File: config.mk
export PLATFORM = sky130hd
export DESIGN_NAME = vga_text_writer
export DESIGN_NICKNAME = d
export VERILOG_FILES = /design/src/rtl/vga_text_writer.sv
export SDC_FILE = /design/constraint.sdc
export NUM_CORES = 1
export LEC_CHECK = 0
export ABC_CLOCK_PERIOD_IN_PS = 3400
export CAP_MARGIN = 5
export CORE_MARGIN = 2
export CORE_UTILIZATION = 41
export DETAILED_ROUTE_END_ITERATION = 6
export PLACE_DENSITY = 0.66
export SYNTH_ARGS = -nofsm -noshare
export SYNTH_HDL_FRONTEND = slang
export SYNTH_SLANG_ARGS = --single-unit
export TNS_END_PERCENT = 100
File: constraint.sdc
create_clock -name clk_i -period 3.4 [get_ports clk_i]
set_clock_uncertainty 0.15 [all_clocks]
set_input_delay 0.34 -clock clk_i [delete_from_list [all_inputs] [get_ports clk_i]]
set_output_delay 0.34 -clock clk_i [all_outputs]
set_load 0.005 [all_outputs]
File: src/rtl/vga_text_writer.sv
// ---------------------------------------------------------------------------
// vga_text_writer
//
// Writer side of the 80x60 text-mode character buffer scanned by the VGA
// display controller. Takes a byte stream (printable ASCII plus CR, LF, BS
// and FF) over a valid/ready handshake. Drives the write port of the
// character RAM and keeps track of a cursor. A cell lives at
// address row*COLS + col, which is the mapping the display side reads.
//
// Configuration macro: VGA_TEXT_WRAP_CLEAR_EN
//   defined   : every row advance (LF or wrap after column 79) clears the new
//               row with FILL_CHAR. That takes 80 write cycles, and ready is
//               low during them.
//   undefined : a row advance only moves the cursor. The old content stays.
//
// Ports
//   clk_i         in   1   system clock
//   rst_i         in   1   synchronous, active-high reset (screen not cleared)
//   char_i        in   8   input byte
//   char_valid_i  in   1   char_i valid
//   char_ready_o  out  1   high only when idle; transfer = valid & ready
//   ram_addr_o    out  13  char RAM write address
//   ram_data_o    out  8   char RAM write data
//   ram_we_o      out  1   char RAM write strobe, one cell per cycle
//   cursor_x_o    out  7   current column, 0..COLS-1
//   cursor_y_o    out  6   current row, 0..ROWS-1
//   busy_o        out  1   high while clearing a line or the screen
// ---------------------------------------------------------------------------
module vga_text_writer #(
    parameter int         COLS      = 80,
    parameter int         ROWS      = 60,
    parameter logic [7:0] FILL_CHAR = 8'h20
) (
    input  logic        clk_i,
    input  logic        rst_i,
    input  logic [7:0]  char_i,
    input  logic        char_valid_i,
    output logic        char_ready_o,
    output logic [12:0] ram_addr_o,
    output logic [7:0]  ram_data_o,
    output logic        ram_we_o,
    output logic [6:0]  cursor_x_o,
    output logic [5:0]  cursor_y_o,
    output logic        busy_o
);

    localparam int CELLS = COLS * ROWS;

`ifdef VGA_TEXT_WRAP_CLEAR_EN
    localparam bit WRAP_CLEAR = 1'b1;
`else
    localparam bit WRAP_CLEAR = 1'b0;
`endif

    typedef enum logic [1:0] {
        S_IDLE,
        S_CLR_LINE,
        S_CLR_SCREEN
    } state_t;

    state_t      state, state_n;
    logic [12:0] cnt, cnt_n;
    logic [6:0]  col_n;
    logic [5:0]  row_n;
    logic        we_n;
    logic [12:0] addr_n;
    logic [7:0]  data_n;

    logic [12:0] row_base;
    logic [5:0]  row_inc;

    assign row_base     = 13'(cursor_y_o) * 13'(COLS);
    assign row_inc      = (cursor_y_o == 6'(ROWS - 1)) ? 6'd0 : cursor_y_o + 6'd1;
    assign char_ready_o = (state == S_IDLE);
    assign busy_o       = (state == S_CLR_LINE) || (state == S_CLR_SCREEN);

    // Next-state logic. All RAM port and cursor outputs are registered, so a
    // write shows up the cycle after its transfer. The cursor moves in that
    // same cycle.
    always_comb begin
        // NOTE: every signal gets a default before the case so that no path
        // leaves one unassigned, which would otherwise infer a latch.
        state_n = state;
        cnt_n   = cnt;
        col_n   = cursor_x_o;
        row_n   = cursor_y_o;
        we_n    = 1'b0;
        addr_n  = ram_addr_o;
        data_n  = ram_data_o;

        case (state)
            S_IDLE: begin
                if (char_valid_i) begin
                    if (char_i >= 8'h20 && char_i <= 8'h7E) begin
                        we_n   = 1'b1;
                        addr_n = row_base + 13'(cursor_x_o);
                        data_n = char_i;
                        if (cursor_x_o == 7'(COLS - 1)) begin
                            col_n = 7'd0;
                            row_n = row_inc;
                            if (WRAP_CLEAR) begin
                                state_n = S_CLR_LINE;
                                cnt_n   = 13'd0;
                            end
                        end else begin
                            col_n = cursor_x_o + 7'd1;
                        end
                    end else begin
                        case (char_i)
                            8'h0D: col_n = 7'd0;
                            8'h0A: begin
                                col_n = 7'd0;
                                row_n = row_inc;
                                if (WRAP_CLEAR) begin
                                    state_n = S_CLR_LINE;
                                    cnt_n   = 13'd0;
                                end
                            end
                            8'h08: begin
                                // Backspace at column 0 does nothing. It never
                                // moves back to the previous row.
                                if (cursor_x_o != 7'd0) begin
                                    col_n  = cursor_x_o - 7'd1;
                                    we_n   = 1'b1;
                                    addr_n = row_base + 13'(cursor_x_o) - 13'd1;
                                    data_n = FILL_CHAR;
                                end
                            end
                            8'h0C: begin
                                state_n = S_CLR_SCREEN;
                                cnt_n   = 13'd0;
                            end
                            default: ;
                        endcase
                    end
                end
            end

            // The cursor already holds the new row, so row_base points at the
            // line that has to be cleared.
            S_CLR_LINE: begin
                we_n   = 1'b1;
                addr_n = row_base + cnt;
                data_n = FILL_CHAR;
                cnt_n  = cnt + 13'd1;
                if (cnt == 13'(COLS - 1)) begin
                    state_n = S_IDLE;
                end
            end

            S_CLR_SCREEN: begin
                we_n   = 1'b1;
                addr_n = cnt;
                data_n = FILL_CHAR;
                cnt_n  = cnt + 13'd1;
                if (cnt == 13'(CELLS - 1)) begin
                    state_n = S_IDLE;
                    col_n   = 7'd0;
                    row_n   = 6'd0;
                end
            end

            default: state_n = S_IDLE;
        endcase
    end

    always_ff @(posedge clk_i) begin
        // NOTE: registers use non-blocking assignments, so every flop samples
        // the values from before the edge, whatever the statement order.
        if (rst_i) begin
            state      <= S_IDLE;
            cnt        <= 13'd0;
            cursor_x_o <= 7'd0;
            cursor_y_o <= 6'd0;
            ram_we_o   <= 1'b0;
            ram_addr_o <= 13'd0;
            ram_data_o <= 8'd0;
        end else begin
            state      <= state_n;
            cnt        <= cnt_n;
            cursor_x_o <= col_n;
            cursor_y_o <= row_n;
            ram_we_o   <= we_n;
            ram_addr_o <= addr_n;
            ram_data_o <= data_n;
        end
    end

endmodule

==> impl_metrics.env, run 1 <==
export IMPL_ys_ff_latch=49
export IMPL_worst_setup_path_type="flop to flop"
export IMPL_routedWlPerCell_um=13.9
export IMPL_initial_utilization_pct=42.8
export IMPL_crit_arrival_ps=3230
export IMPL_ys_flop_type="dfxtp_1"
export IMPL_clk_pin_slew_worst_paths_ps=100
export IMPL_tightest_slew_ps=753
export IMPL_io_pins=48
export IMPL_multi_input_area_mm2=0.00204
export IMPL_postCtsSetupBuffers=0
export IMPL_syn2layout_area_growth_pct=24.2
export IMPL_drt_iter0_markers=157
export IMPL_die_y_um=91.5
export IMPL_cts_root_buffer="clkbuf_8"
export IMPL_hpwl_mm=5.88
export IMPL_period_minus_slack_ps=3190
export IMPL_synth_edf_count=0
export IMPL_ant_nets=0
export IMPL_end_kind="flop"
export IMPL_ys_async_sr_fraction_pct=0
export IMPL_ys_types=61
export IMPL_synth_nets=434
export IMPL_grt_use_total_pct=19.2
export IMPL_hold_violations=0
export IMPL_clk_latency_ps=300
export IMPL_synth_cells=405
export IMPL_drv_slew=0
export IMPL_cts_tree="done"
export IMPL_path_max_fanout=3
export IMPL_dr_pass1_iters=4
export IMPL_layout_drive_gt1_share_pct=9.09
export IMPL_rsz0062_at_grt="false"
export IMPL_seq_area_frac_synth_pct=31.2
export IMPL_antenna_found_initial=0
export IMPL_grt_pass1_wl_mm=13.4
export IMPL_gp_congestion=0.913
export IMPL_overflow=0
export IMPL_drc=0
export IMPL_num_fill_cells=707
export IMPL_n_antenna_cell=0
export IMPL_layout_nets=490
export IMPL_grt_max_degree=32
export IMPL_cts_htree_levels=2
export IMPL_cts_sinks=49
export IMPL_slew_headroom_pct=49.6
export IMPL_hold_class="flop to flop"
export IMPL_io_buffer_count=47
export IMPL_postSynthAreaPerCell_um2=7.75
export IMPL_synth_top_cell_by_area="dfxtp_1"
export IMPL_crit_path_start_kind="flop"
export IMPL_via_count=3071
export IMPL_fin_crit_sh_pct=93.8
export IMPL_leakagePower_nw=1.44
export IMPL_dpl_cell_area_mm2=0.00380
export IMPL_regArea_um2=981
export IMPL_dieArea_mm2=0.00837
export IMPL_core_area_mm2=0.00733
export IMPL_synth_area_mm2=0.00314
export IMPL_stdcell_area_mm2=0.00390
export IMPL_first_global_vias=2880
export IMPL_cts_buffers=5
export IMPL_num_rows=31
export IMPL_netlist_area_leader_share_pct=31.2
export IMPL_routed_wl_mm=7.80
export IMPL_vdd_drop_max_mv=0.181
export IMPL_powerDensity_mw_per_mm2=296
export IMPL_setup_viol=0
export IMPL_synthTopCellsByArea="dfxtp_1, ha_1, nor2_1, a21oi_1, nand2_1"
export IMPL_cp_required_ps=3440
export IMPL_clk_path_buf_depth=2
export IMPL_synth_yosys_warnings=0
export IMPL_via_per_inst=5.47
export IMPL_cap_violations=0
export IMPL_dieWidth_um=91.5
export IMPL_timing_fmax_ghz=0.314
export IMPL_setup_tns_ps=0
export IMPL_status="complete, no violations"
==> cell usage after synthesis (6+ instances only) <==
| cell type | number |
|---|---|
| nor2_1 | 51 |
| dfxtp_1 | 49 |
| nand2_1 | 47 |
| a21oi_1 | 36 |
| o21ai_0 | 20 |
| nand3_1 | 19 |
| ha_1 | 16 |
| xnor2_1 | 14 |
| nor3_1 | 13 |
| xor2_1 | 13 |
| clkbuf_1 | 12 |
| inv_1 | 10 |
| a211oi_1 | 7 |
| nor4_1 | 6 |
==> routing by layer <==
metal / global-route usage (%) / routed length, µm / vias to the layer above / part of all wire, %
met4: 3.91 / 46 / 0 / 0.59
li1: - / - / 1561 / -
met1: 25.5 / 3800 / 1427 / 49
met2: 32.8 / 3640 / 79 / 47
met3: 3.15 / 307 / 4 / 3.9
met5: 0 / 0 / - / 0
==> power by group <==
| group | internal, W | total [W] | switching (W) | leakage (nW) |
|---|---|---|---|---|
| Clock | 0.000149 | 0.000359 | 0.000210 | 0.0447 |
| Sequential | 0.000588 | 0.000599 | 0.0000101 | 0.397 |
| Combinational | 0.0000924 | 0.000195 | 0.000102 | 0.996 |
==> placed cells by master, fill, tap and decap left out, drive strengths merged, types with 11 or more instances in the layout <==
| cell type | Yosys | final |
|---|---|---|
| nor2 | 51 | 51 |
| dfxtp | 49 | 49 |
| nand2 | 47 | 47 |
| clkdlybuf4s50 | 0 | 47 |
| a21oi | 36 | 36 |
| o21ai | 22 | 22 |
| buf | 6 | 20 |
| nand3 | 19 | 19 |
| ha | 16 | 16 |
| xnor2 | 14 | 14 |
| xor2 | 14 | 14 |
| nor3 | 13 | 13 |
| inv | 10 | 11 |
==> registers in the layout (all words and copies together) (netlist names) <==
name / flops
cursor_x_o: 7
ram_data_o: 8
cnt: 13
cursor_y_o: 6
ram_addr_o: 13
state: 1
ram_we_o: 1
==> cell families after synthesis <==
group	share of synthesized area, %
multiplexers	0.957
flip-flops	31.2
XOR/XNOR	8.05
buffers and inverters	3.91
AO/OA/AOI/OAI	19.2
adder cells (fa/ha/maj)	7.65
AND/OR/NAND/NOR	29.0
==> layout make-up <==
class	count	area share, %
Clock buffer	5	1.77
Clock inverter	3	0.642
Inverter	10	0.963
Multi-Input combinational cell	328	52.4
Sequential cell	49	25.2
Tap cell	99	3.18
Timing Repair Buffer	67	15.9
==> timing repair <==
item	in CTS	in global routing
endpoints found under the setup margin	0	1
gates resized for setup	0	1
hold buffers	0	0
==> final timing paths <==
kind	startpoint	endpoint	slack [ps]	depth (start not counted)
min reg2reg	ram_data_o[4]	ram_data_o[4]	310	2
max	cursor_y_o[1]	ram_addr_o[12]	210	10
min	ram_data_o[4]	ram_data_o[4]	310	2
max reg2reg	cursor_y_o[1]	ram_addr_o[12]	210	10
==> stage by stage <==
step	total power [W]	instances	worst slack [ps]	hold WS (ps)	util [%]
2_1_floorplan	0.000726	405	99.3	298	-
3_3_place_gp	0.000806	553	265	290	51.8
3_5_place_dp	0.000807	553	175	296	51.8
4_1_cts	0.00116	561	160	310	53.1
5_1_grt	0.00121	561	32.3	325	53.2
6_report	0.00115	561	212	307	53.2
==> worst max-delay path, cell delays in order, from the launching register on <==
cell       delay [ps]
dfxtp_1           320
ha_1              290
ha_1              240
fa_1              510
nand2_1            60
or4b_2            640
o22ai_1           140
a21oi_1           110
nor3_1            180
xnor2_1           100
a2111oi_0         340
No activity file was read; power rests on OpenSTA's default activity.
==> run 2: changes to the inputs <==
- SETUP_SLACK_MARGIN: not set -> 0.3
==> impl_metrics.env, run 2 (same netlist as run 1, synthesis figures left out) <==
export IMPL_combPwrFrac_pct=17.0
export IMPL_core_area_mm2=0.00733
export IMPL_cts_tree="done"
export IMPL_worst_setup_path_type="flop to flop"
export IMPL_drc=0
export IMPL_io_pins=48
export IMPL_cp_required_ps=3460
export IMPL_stdcell_area_mm2=0.00402
export IMPL_vdd_drop_max_mv=0.144
export IMPL_tightest_slew_ps=818
export IMPL_rsz0062_at_grt="true"
export IMPL_timing_fmax_ghz=0.337
export IMPL_layout_drive_gt1_share_pct=13.0
export IMPL_path_buf_inv=1
export IMPL_hpwl_mm=5.96
export IMPL_clk_latency_ps=310
export IMPL_grt_pass1_wl_mm=13.6
export IMPL_largestRegisters="cnt: 13 flops, ram_addr_o: 13 flops, ram_data_o: 8 flops"
export IMPL_die_y_um=91.5
export IMPL_clk_pin_slew_worst_paths_ps=90
export IMPL_hold_violations=0
export IMPL_setup_tns_ps=0
export IMPL_layout_nets=490
export IMPL_period_minus_slack_ps=2970
export IMPL_first_global_vias=2856
export IMPL_routed_wl_mm=8.25
export IMPL_routedWlPerCell_um=14.7
export IMPL_fin_crit_sh_pct=87.3
export IMPL_crit_chain="ha_4 -> ha_4 -> fa_2 -> buf_6 -> nand3_2 -> nor4_4 -> xor2_1 -> nor3_2 -> xnor2_1 -> a2111oi_2"
export IMPL_cap_violations=0
export IMPL_hold_buffers=0
export IMPL_grt_use_total_pct=19.8
export IMPL_num_rows=31
export IMPL_path_max_fanout=7
export IMPL_cts_buffers=5
export IMPL_cts_root_buffer="clkbuf_8"
export IMPL_grt_max_degree=33
export IMPL_n_antenna_cell=0
export IMPL_syn2layout_area_growth_pct=28.2
export IMPL_clk_path_buf_depth=2
export IMPL_status="complete, no violations"
export IMPL_dieArea_mm2=0.00837
export IMPL_end_kind="flop"
export IMPL_dr_pass1_iters=4
export IMPL_cpMostUsedCell="ha_4"
export IMPL_dpl_cell_area_mm2=0.00378
export IMPL_seq_power_share_pct=51.8
export IMPL_drt_iter0_markers=98
export IMPL_slew_headroom_pct=45.3
export IMPL_regArea_um2=991
export IMPL_crit_path_start_kind="flop"
export IMPL_dieWidth_um=91.5
export IMPL_drv_slew=0
export IMPL_instances_no_fill=561
export IMPL_layout_common_cells="nor2_1, clkdlybuf4s50_1, nand2_1"
export IMPL_overflow=0
export IMPL_leakagePower_nw=1.44
export IMPL_p_switching_w=0.000326
export IMPL_cts_sinks=49
export IMPL_cts_htree_levels=2
export IMPL_antenna_found_initial=0
export IMPL_max_stage_delay_ps=550
export IMPL_crit_slowest_cell="fa_2"
export IMPL_initial_utilization_pct=42.8
export IMPL_clkPwrFrac_pct=31.2
export IMPL_via_count=3072
export IMPL_multi_input_area_mm2=0.00215
export IMPL_powerDensity_mw_per_mm2=287
export IMPL_final_core_util_pct=54.9
export IMPL_gp_congestion=0.833
export IMPL_ant_nets=0
export IMPL_io_buffer_count=47
export IMPL_final_common_cell="nor2_1"
export IMPL_swShare_pct=28.2
export IMPL_hold_class="flop to flop"
export IMPL_num_fill_cells=694
export IMPL_via_per_inst=5.48
export IMPL_r2r_slack_ps=430
export IMPL_crit_family="adder cells"
export IMPL_crit_arrival_ps=3020
export IMPL_setup_viol=0
export IMPL_dp_cells=545
export IMPL_power_internal_w=0.000828
run 2: through the flow:
stage	power (W)	hold WS, ps	worst slack [ps]
finish	0.00115	307	433
global route	0.00121	330	285
CTS	0.00116	308	325
detailed placement	0.000802	294	238
global placement	0.000802	290	303
floorplan	0.000725	298	403
run 2: layout make-up:
cell class | instances | area share (%)
clock inverter | 3 | 0.622
multi-input combinational | 328 | 53.4
tap | 99 | 3.08
timing repair buffer | 67 | 15.6
clock buffer | 5 | 1.71
inverter | 10 | 0.933
sequential | 49 | 24.6
run 2: what timing repair did:
action | 4_1_cts | 5_1_grt
endpoints found under the setup margin | 1 | 1
cloned | 0 | 0
pin swaps | 1 | 13
hold endpoints to repair | 0 | 0
setup buffers | 1 | 7
resized for setup | 4 | 12
run 2: final timing paths:
| kind | from | cells after the start | endpoint |
|---|---|---|---|
| setup reg to reg | cursor_y_o[1] | 10 | ram_addr_o[12] |
| setup / recovery | cursor_y_o[1] | 10 | ram_addr_o[12] |
| hold reg to reg | ram_data_o[4] | 2 | ram_data_o[4] |
| hold / removal | ram_data_o[4] | 2 | ram_data_o[4] |
run 2: power groups by stage:
stage | logic [W] | registers [W] | clock network (W)
2_1_floorplan | 0.000114 | 0.000611 | 0
3_3_place_gp | 0.000191 | 0.000611 | 0
3_5_place_dp | 0.000192 | 0.000611 | 0
4_1_cts | 0.000194 | 0.000598 | 0.000372
5_1_grt | 0.000218 | 0.000600 | 0.000396
6_report | 0.000196 | 0.000597 | 0.000360
run 2: metal layers:
layer / global-route usage, % / share of wire [%] / up-vias
li1: - / - / 1558
met1: 26.6 / 48 / 1449
met2: 32.8 / 47 / 58
met3: 2.66 / 3.5 / 7
met4: 5.93 / 0.90 / 0
met5: 0 / 0 / -
run 2: tightest hold or removal path: cells and delay by family (launching register included):
family / cells / cell delay [ps]
compound gates: 1 / 50
simple gates: 1 / 50
flops: 1 / 320
